--- src/rtl/sccb_config_if.sv ---
// SCCB configuration bus: start handshake, register-table fetch, SCCB pins
// and status. The master modport is the configuration engine's side.
interface sccb_config_if #(
  parameter int ADDR_W = 8
);
  logic              start;
  logic [ADDR_W-1:0] rom_addr;
  logic [15:0]       rom_data;
  logic              SIOC;
  logic              SIOD;
  logic              siod_oe;
  logic              busy;
  logic              done;
  logic              cam_enable;
  logic [ADDR_W-1:0] reg_count;

  modport master (
    input  start, rom_data,
    output rom_addr, SIOC, SIOD, siod_oe, busy, done, cam_enable, reg_count
  );

  modport slave (
    output start, rom_data,
    input  rom_addr, SIOC, SIOD, siod_oe, busy, done, cam_enable, reg_count
  );
endinterface

--- src/rtl/sccb_config.sv ---
// SCCB write-only master. After a start pulse it waits for camera power-up,
// then walks an external register table and emits 3-phase writes
// (ID, sub-address, value). 16'hFFFF ends the table, 16'hFFF0 inserts a delay.
// Bus pins are decoded from the state registers, so an async reset releases
// the bus in the same cycle.
module sccb_config #(
  parameter int         CLK_DIV   = 250,
  parameter int         ADDR_W    = 8,
  parameter logic [7:0] DEV_ID    = 8'h42,
  parameter int         PWR_WAIT  = 1000000,
  parameter int         DELAY_CYC = 250000
) (
  input  logic          p_clock,
  input  logic          rst,
  sccb_config_if.master bus
);

  localparam int MAX_A = (PWR_WAIT > DELAY_CYC) ? PWR_WAIT : DELAY_CYC;
  localparam int MAXC  = (MAX_A > CLK_DIV) ? MAX_A : CLK_DIV;
  localparam int CW    = $clog2(MAXC + 1);
  localparam logic [ADDR_W-1:0] LAST = '1;

  typedef enum logic [3:0] {
    S_IDLE, S_PWR, S_FETCH, S_DELAY, S_START, S_BITS, S_STOP, S_GAP, S_DONE
  } state_t;

  state_t            state, state_nx;
  logic [CW-1:0]     cnt;        // divider, reloaded on every state change
  logic              ph;         // 0 = first phase of a pair, 1 = second
  logic [4:0]        bit_idx;    // 0..26 within the 27-bit write
  logic [26:0]       shift;      // MSB is the bit on the wire
  logic [ADDR_W-1:0] rom_addr_q;
  logic [ADDR_W-1:0] reg_count_q;

  logic cnt_end, phase_end;
  logic accept, fetch_write, item_end, write_end;
  logic sioc, siod, oe;

  assign cnt_end   = (cnt == '0);
  assign phase_end = cnt_end & ph;

  // State register
  always_ff @(posedge p_clock or posedge rst) begin
    if (rst) state <= S_IDLE;
    else     state <= state_nx;
  end

  // Next state and bus pin decode; idle bus is SIOC=1 with SIOD released
  always_comb begin
    state_nx    = state;
    sioc        = 1'b1;
    siod        = 1'b1;
    oe          = 1'b0;
    accept      = 1'b0;
    fetch_write = 1'b0;
    item_end    = 1'b0;
    write_end   = 1'b0;
    unique case (state)
      S_IDLE, S_DONE: begin
        if (bus.start) begin
          accept   = 1'b1;
          state_nx = S_PWR;
        end
      end
      S_PWR: if (cnt_end) state_nx = S_FETCH;
      S_FETCH: begin
        if (bus.rom_data == 16'hFFFF)      state_nx = S_DONE;
        else if (bus.rom_data == 16'hFFF0) state_nx = S_DELAY;
        else begin
          fetch_write = 1'b1;
          state_nx    = S_START;
        end
      end
      S_DELAY: begin
        if (cnt_end) begin
          item_end = 1'b1;
          state_nx = (rom_addr_q == LAST) ? S_DONE : S_FETCH;
        end
      end
      S_START: begin
        sioc = ~ph;
        siod = 1'b0;
        oe   = 1'b1;
        if (phase_end) state_nx = S_BITS;
      end
      S_BITS: begin
        // low phase first, data held across the high phase
        sioc = ph;
        siod = shift[26];
        oe   = !(bit_idx == 5'd8 || bit_idx == 5'd17 || bit_idx == 5'd26);
        if (phase_end && bit_idx == 5'd26) state_nx = S_STOP;
      end
      S_STOP: begin
        sioc = 1'b1;
        siod = ph;
        oe   = 1'b1;
        if (phase_end) state_nx = S_GAP;
      end
      S_GAP: begin
        if (phase_end) begin
          item_end  = 1'b1;
          write_end = 1'b1;
          state_nx  = (rom_addr_q == LAST) ? S_DONE : S_FETCH;
        end
      end
      default: state_nx = S_IDLE;
    endcase
  end

  // Phase divider, shift word, table index and write counter
  always_ff @(posedge p_clock or posedge rst) begin
    if (rst) begin
      cnt         <= '0;
      ph          <= 1'b0;
      bit_idx     <= '0;
      shift       <= '1;
      rom_addr_q  <= '0;
      reg_count_q <= '0;
    end else begin
      if (state_nx != state) begin
        ph <= 1'b0;
        case (state_nx)
          S_PWR:   cnt <= CW'(PWR_WAIT - 1);
          S_DELAY: cnt <= CW'(DELAY_CYC - 1);
          default: cnt <= CW'(CLK_DIV - 1);
        endcase
      end else if (cnt_end) begin
        cnt <= CW'(CLK_DIV - 1);
        ph  <= ~ph;
      end else begin
        cnt <= cnt - CW'(1);
      end

      if (fetch_write) begin
        // don't-care/ACK slots hold 1 so the released line matches
        shift   <= {DEV_ID, 1'b1, bus.rom_data[15:8], 1'b1, bus.rom_data[7:0], 1'b1};
        bit_idx <= '0;
      end else if (state == S_BITS && phase_end) begin
        shift   <= {shift[25:0], 1'b1};
        bit_idx <= bit_idx + 5'd1;
      end

      if (accept) begin
        rom_addr_q  <= '0;
        reg_count_q <= '0;
      end else begin
        // the last index ends the run instead of wrapping
        if (item_end && rom_addr_q != LAST) rom_addr_q <= rom_addr_q + 1'b1;
        // a full table of writes cannot be represented; hold at max
        if (write_end && reg_count_q != LAST) reg_count_q <= reg_count_q + 1'b1;
      end
    end
  end

  assign bus.SIOC       = sioc;
  assign bus.SIOD       = siod;
  assign bus.siod_oe    = oe;
  assign bus.busy       = (state != S_IDLE) && (state != S_DONE);
  assign bus.done       = (state == S_DONE);
  assign bus.cam_enable = (state == S_DONE);
  assign bus.rom_addr   = rom_addr_q;
  assign bus.reg_count  = reg_count_q;

endmodule

--- src/flat_wrapper.sv ---
// flat-port wrapper written by rule: the top's interface ports become plain ports
module sccb_config_flat 
#(
  parameter int         CLK_DIV   = 250,
  parameter int         ADDR_W    = 8,
  parameter logic [7:0] DEV_ID    = 8'h42,
  parameter int         PWR_WAIT  = 1000000,
  parameter int         DELAY_CYC = 250000
)
  (p_clock, rst, bus_start, bus_rom_data, bus_rom_addr, bus_SIOC, bus_SIOD, bus_siod_oe, bus_busy, bus_done, bus_cam_enable, bus_reg_count);
  sccb_config_if #(.ADDR_W(ADDR_W)) bus_i ();
  input  logic p_clock;
  input  logic rst;
  input wire logic [$bits(bus_i.start)-1:0] bus_start;
  input wire logic [$bits(bus_i.rom_data)-1:0] bus_rom_data;
  output wire logic [$bits(bus_i.rom_addr)-1:0] bus_rom_addr;
  output wire logic [$bits(bus_i.SIOC)-1:0] bus_SIOC;
  output wire logic [$bits(bus_i.SIOD)-1:0] bus_SIOD;
  output wire logic [$bits(bus_i.siod_oe)-1:0] bus_siod_oe;
  output wire logic [$bits(bus_i.busy)-1:0] bus_busy;
  output wire logic [$bits(bus_i.done)-1:0] bus_done;
  output wire logic [$bits(bus_i.cam_enable)-1:0] bus_cam_enable;
  output wire logic [$bits(bus_i.reg_count)-1:0] bus_reg_count;
  assign bus_i.start = bus_start;
  assign bus_i.rom_data = bus_rom_data;
  assign bus_rom_addr = bus_i.rom_addr;
  assign bus_SIOC = bus_i.SIOC;
  assign bus_SIOD = bus_i.SIOD;
  assign bus_siod_oe = bus_i.siod_oe;
  assign bus_busy = bus_i.busy;
  assign bus_done = bus_i.done;
  assign bus_cam_enable = bus_i.cam_enable;
  assign bus_reg_count = bus_i.reg_count;
  sccb_config #(.CLK_DIV(CLK_DIV), .ADDR_W(ADDR_W), .DEV_ID(DEV_ID), .PWR_WAIT(PWR_WAIT), .DELAY_CYC(DELAY_CYC)) u_core (.p_clock(p_clock), .rst(rst), .bus(bus_i));
endmodule
--- config.mk ---
export PLATFORM = sky130hd
export DESIGN_NAME = sccb_config_flat
export DESIGN_NICKNAME = d
export VERILOG_FILES = /design/src/rtl/sccb_config_if.sv /design/src/rtl/sccb_config.sv /design/src/flat_wrapper.sv
export SDC_FILE = /design/constraint.sdc
export NUM_CORES = 1
export LEC_CHECK = 0
export BUFFER_PORTS_ARGS = -buffer_cell sky130_fd_sc_hd__buf_2
export CAP_MARGIN = 20
export CORE_MARGIN = 1.5
export CORE_UTILIZATION = 45
export DETAILED_ROUTE_END_ITERATION = 10
export GPL_TIMING_DRIVEN = 0
export PLACE_DENSITY = 0.62
export SETUP_SLACK_MARGIN = 0.4
export SKIP_LAST_GASP = 1
export SLEW_MARGIN = 20
export SYNTH_ARGS = -nofsm -noshare
export SYNTH_HDL_FRONTEND = slang
export SYNTH_SLANG_ARGS = --single-unit
--- constraint.sdc ---
create_clock -name p_clock -period 3 [get_ports p_clock]
set_clock_uncertainty 0.15 [all_clocks]
set_input_delay 0.9 -clock p_clock [delete_from_list [all_inputs] [get_ports p_clock]]
set_output_delay 0.9 -clock p_clock [all_outputs]
set_load 0.01 [all_outputs]
==> qor.yml <==
routing:
  antenna_left: 0
  vias_per_cell: 5.57
  route.detailed.wl_per_inst_um: 15.9
  drt_iter0_drc: 259
  drc_errors: 0
  routed_wl_um: 10000
  dr_total_vias: 3512
  dr.pass1.iters: 5
sta:
  fin_crit_sh_pct: 91.7
  slew-limit-headroom_pct: 50.4
  layout_setup_ws_ns: 0.248
  hold_slack_ns: 0.305
  fin_crit_ns: 2.75
  final-hold-violation-count: 0
  rsz0062_at_grt: "true"
  tightest_slew_ns: 0.737
  fmax_mhz: 363
  finalSetupViolCount: 0
  drv_slew: 0
final_layout:
  drive_gt1_share_pct: 35.8
  diodes: 0
  synthToLayoutAreaGrowth_pct: 26.9
  final_core_util_pct: 58.7
  stdcell_count: 631
  nets: 544
global_routing:
  grt_max_degree: 28
  grt_pass1_wl_um: 16600
  grt_overflow_total: 0
  antenna_found_initial: 0
  grt_pass1_vias: 3460
  grt_use_total_pct: 21.6
floorplan:
  die_y_um: 97.4
  pin_count: 41
  core_mm2: 0.00868
  start_util_pct: 46.2
  row_count: 34
  die_width_um: 97.4
  die_area_mm2: 0.00949
job:
  drv_cap: 0
cts:
  cts_buffers: 9
  htreeDepth: 3
  worstSkewPairLatency_ns: 0.35
  cts.sinks: 72
  cts_tree: "yes"
  cts_root_buf: "clkbuf_8"
  clockBufferDepth: 2
  clk_pin_slew_worst_paths_ns: 0.08
  cts_hold_buf: 0
setup_path:
  worstPathArrival_ns: 1.70
  crit_path_start_kind: "flop"
  required_ns: 1.95
  cp-end-kind: "primary output"
  crit_type: "reg2out"
  critical_path_peak_fanout: 3
synthesis:
  ys_top_cells_by_count: "nand2_1, nor2_1, dfrtp_1, dfstp_2"
  syn-cell-area_mm2: 0.00401
  synth_top_family_by_area: "simple AND/OR/NAND/NOR gates"
  yosysUniqueCellTypes: 59
  synth_fa_ha_area_share_pct: 2.18
  synth-seq-area-share_pct: 45.7
  mappedNetlistNets: 461
  yosysTopAreaCellShare_pct: 28.7
  synth_flop_cell: "dfrtp_1"
  synth_edf_count: 0
  ys_top_cells_by_area: "dfrtp_1, dfstp_2, nand2_1"
  yosysWarnings: 0
  yosysTopAreaCell: "dfrtp_1"
  synth.most_common_cell: "nand2_1"
  synth_cells: 435
  muxShareOfSynthArea_pct: 1.06
  synth_compound_area_share_pct: 10.6
  ys_ff_latch: 72
  synth_xor_area_share_pct: 7.42
  syn_area_per_cell_um2: 9.22
  async_flop_share_pct: 100
  yosys.area_share.simple_pct: 29.2
placement:
  post-dp-hpwl_um: 6740
  placed_cells: 585
  dp_slack_ns: -0.133
  port_buffers: 40
  gp_congestion: 0.843
run_status:
  status: "finished, final reports clean"
hold_path:
  min_path_type: "reg2reg"
pwr:
  power.density_mw_per_mm2: 483
  cellLeakagePower_uw: 0.00227
  vdd_ir_drop_max_v: 0.000240
==> final timing paths <==
kind / from / end / slack (ns) / cells after the start
hold / removal: u_core.shift[13] / u_core.shift[13] / 0.30 / 2
max in group asynchronous: rst / u_core.shift[26] / 1.67 / 3
hold reg to reg: u_core.shift[13] / u_core.shift[13] / 0.30 / 2
setup / recovery: u_core.bit_idx[1] / bus_siod_oe / 0.25 / 7
min in group asynchronous: rst / u_core.state[0] / 0.44 / 2
setup reg to reg: u_core.cnt[9] / u_core.cnt[3] / 0.39 / 7
==> flip-flops by register name, summed over array words and instances, names as in the netlist <==
register,cells
u_core.bit_idx,5
u_core.ph,1
u_core.state,4
u_core.bus.reg_count,8
u_core.cnt,20
u_core.shift,26
u_core.bus.rom_addr,8
==> what timing repair did <==
item,4_1_cts,5_1_grt
cloned,0,1
resized for setup,19,57
buffers inserted,11,18
pin swaps,4,17
endpoints found under the setup margin,65,52
==> critical path, cell delays in order (launching register included) <==
cell,delay (ns)
dfrtp_2,0.41
inv_2,0.06
ha_4,0.15
mux2_4,0.26
a21oi_2,0.11
o21bai_1,0.07
a21oi_1,0.15
buf_2,0.15
==> per-stage QoR <==
stage                     cell area, µm²  setup TNS, ns  total power (µW)
after floorplan                     4020              0              1490
after global placement              4360         -0.909              1600
after detailed placement            4400         -0.764              1620
after CTS                           4740              0              2400
after global routing                5090              0              2600
final                               5090              0              2460
==> power by group <==
group          leakage [µW]  internal (µW)  switching (µW)
combinational       0.00132            241             230
sequential         0.000855           1090             153
clock              0.000102            373             373
==> cell families after synthesis <==
family | after synthesis
fa+ha+maj | 7
simple gates | 228
buf+inv | 32
mux | 4
xor+xnor | 34
flops | 72
compound gates | 58
==> per-layer routing <==
| metal | routed length (µm) | vias up | track usage (%) |
|---|---|---|---|
| li1 | - | 1701 | - |
| met1 | 4470 | 1682 | 28.4 |
| met2 | 4850 | 108 | 35.3 |
| met3 | 512 | 21 | 5.04 |
| met4 | 199 | 0 | 7.14 |
| met5 | 0 | - | 0 |
==> area by class of cell <==
class	count	area, µm²
well taps	108	135
clock buffers	12	166
flip-flops and latches	72	1840
repair buffers	72	467
multi-input cells	331	2260
fillers	809	3580
inverters	9	37.5
clock inverters	4	25.0
plain buffers	23	166
==> cell usage in the layout, fill, tap and decap left out, types with 4 or more instances in the layout <==
cell,netlist,routed
a21oi_1,5,4
nor4_4,3,9
a31oi_1,5,5
xnor2_1,18,18
nand4_1,14,14
nand3_1,18,18
nand2b_1,5,4
dfstp_2,26,26
dfrtp_1,46,41
buf_4,5,31
nor2_1,51,50
clkbuf_2,1,6
clkbuf_1,10,4
a22oi_1,10,10
clkbuf_8,0,10
buf_2,6,44
nor3_1,18,16
or4_1,7,5
xor2_1,16,16
o21ai_0,7,6
or3_1,7,5
buf_6,1,5
o31a_1,4,4
dfrtp_2,0,5
o41ai_1,5,4
nand2_1,76,73
inv_1,9,5
Power figures use the tool's default switching activity.
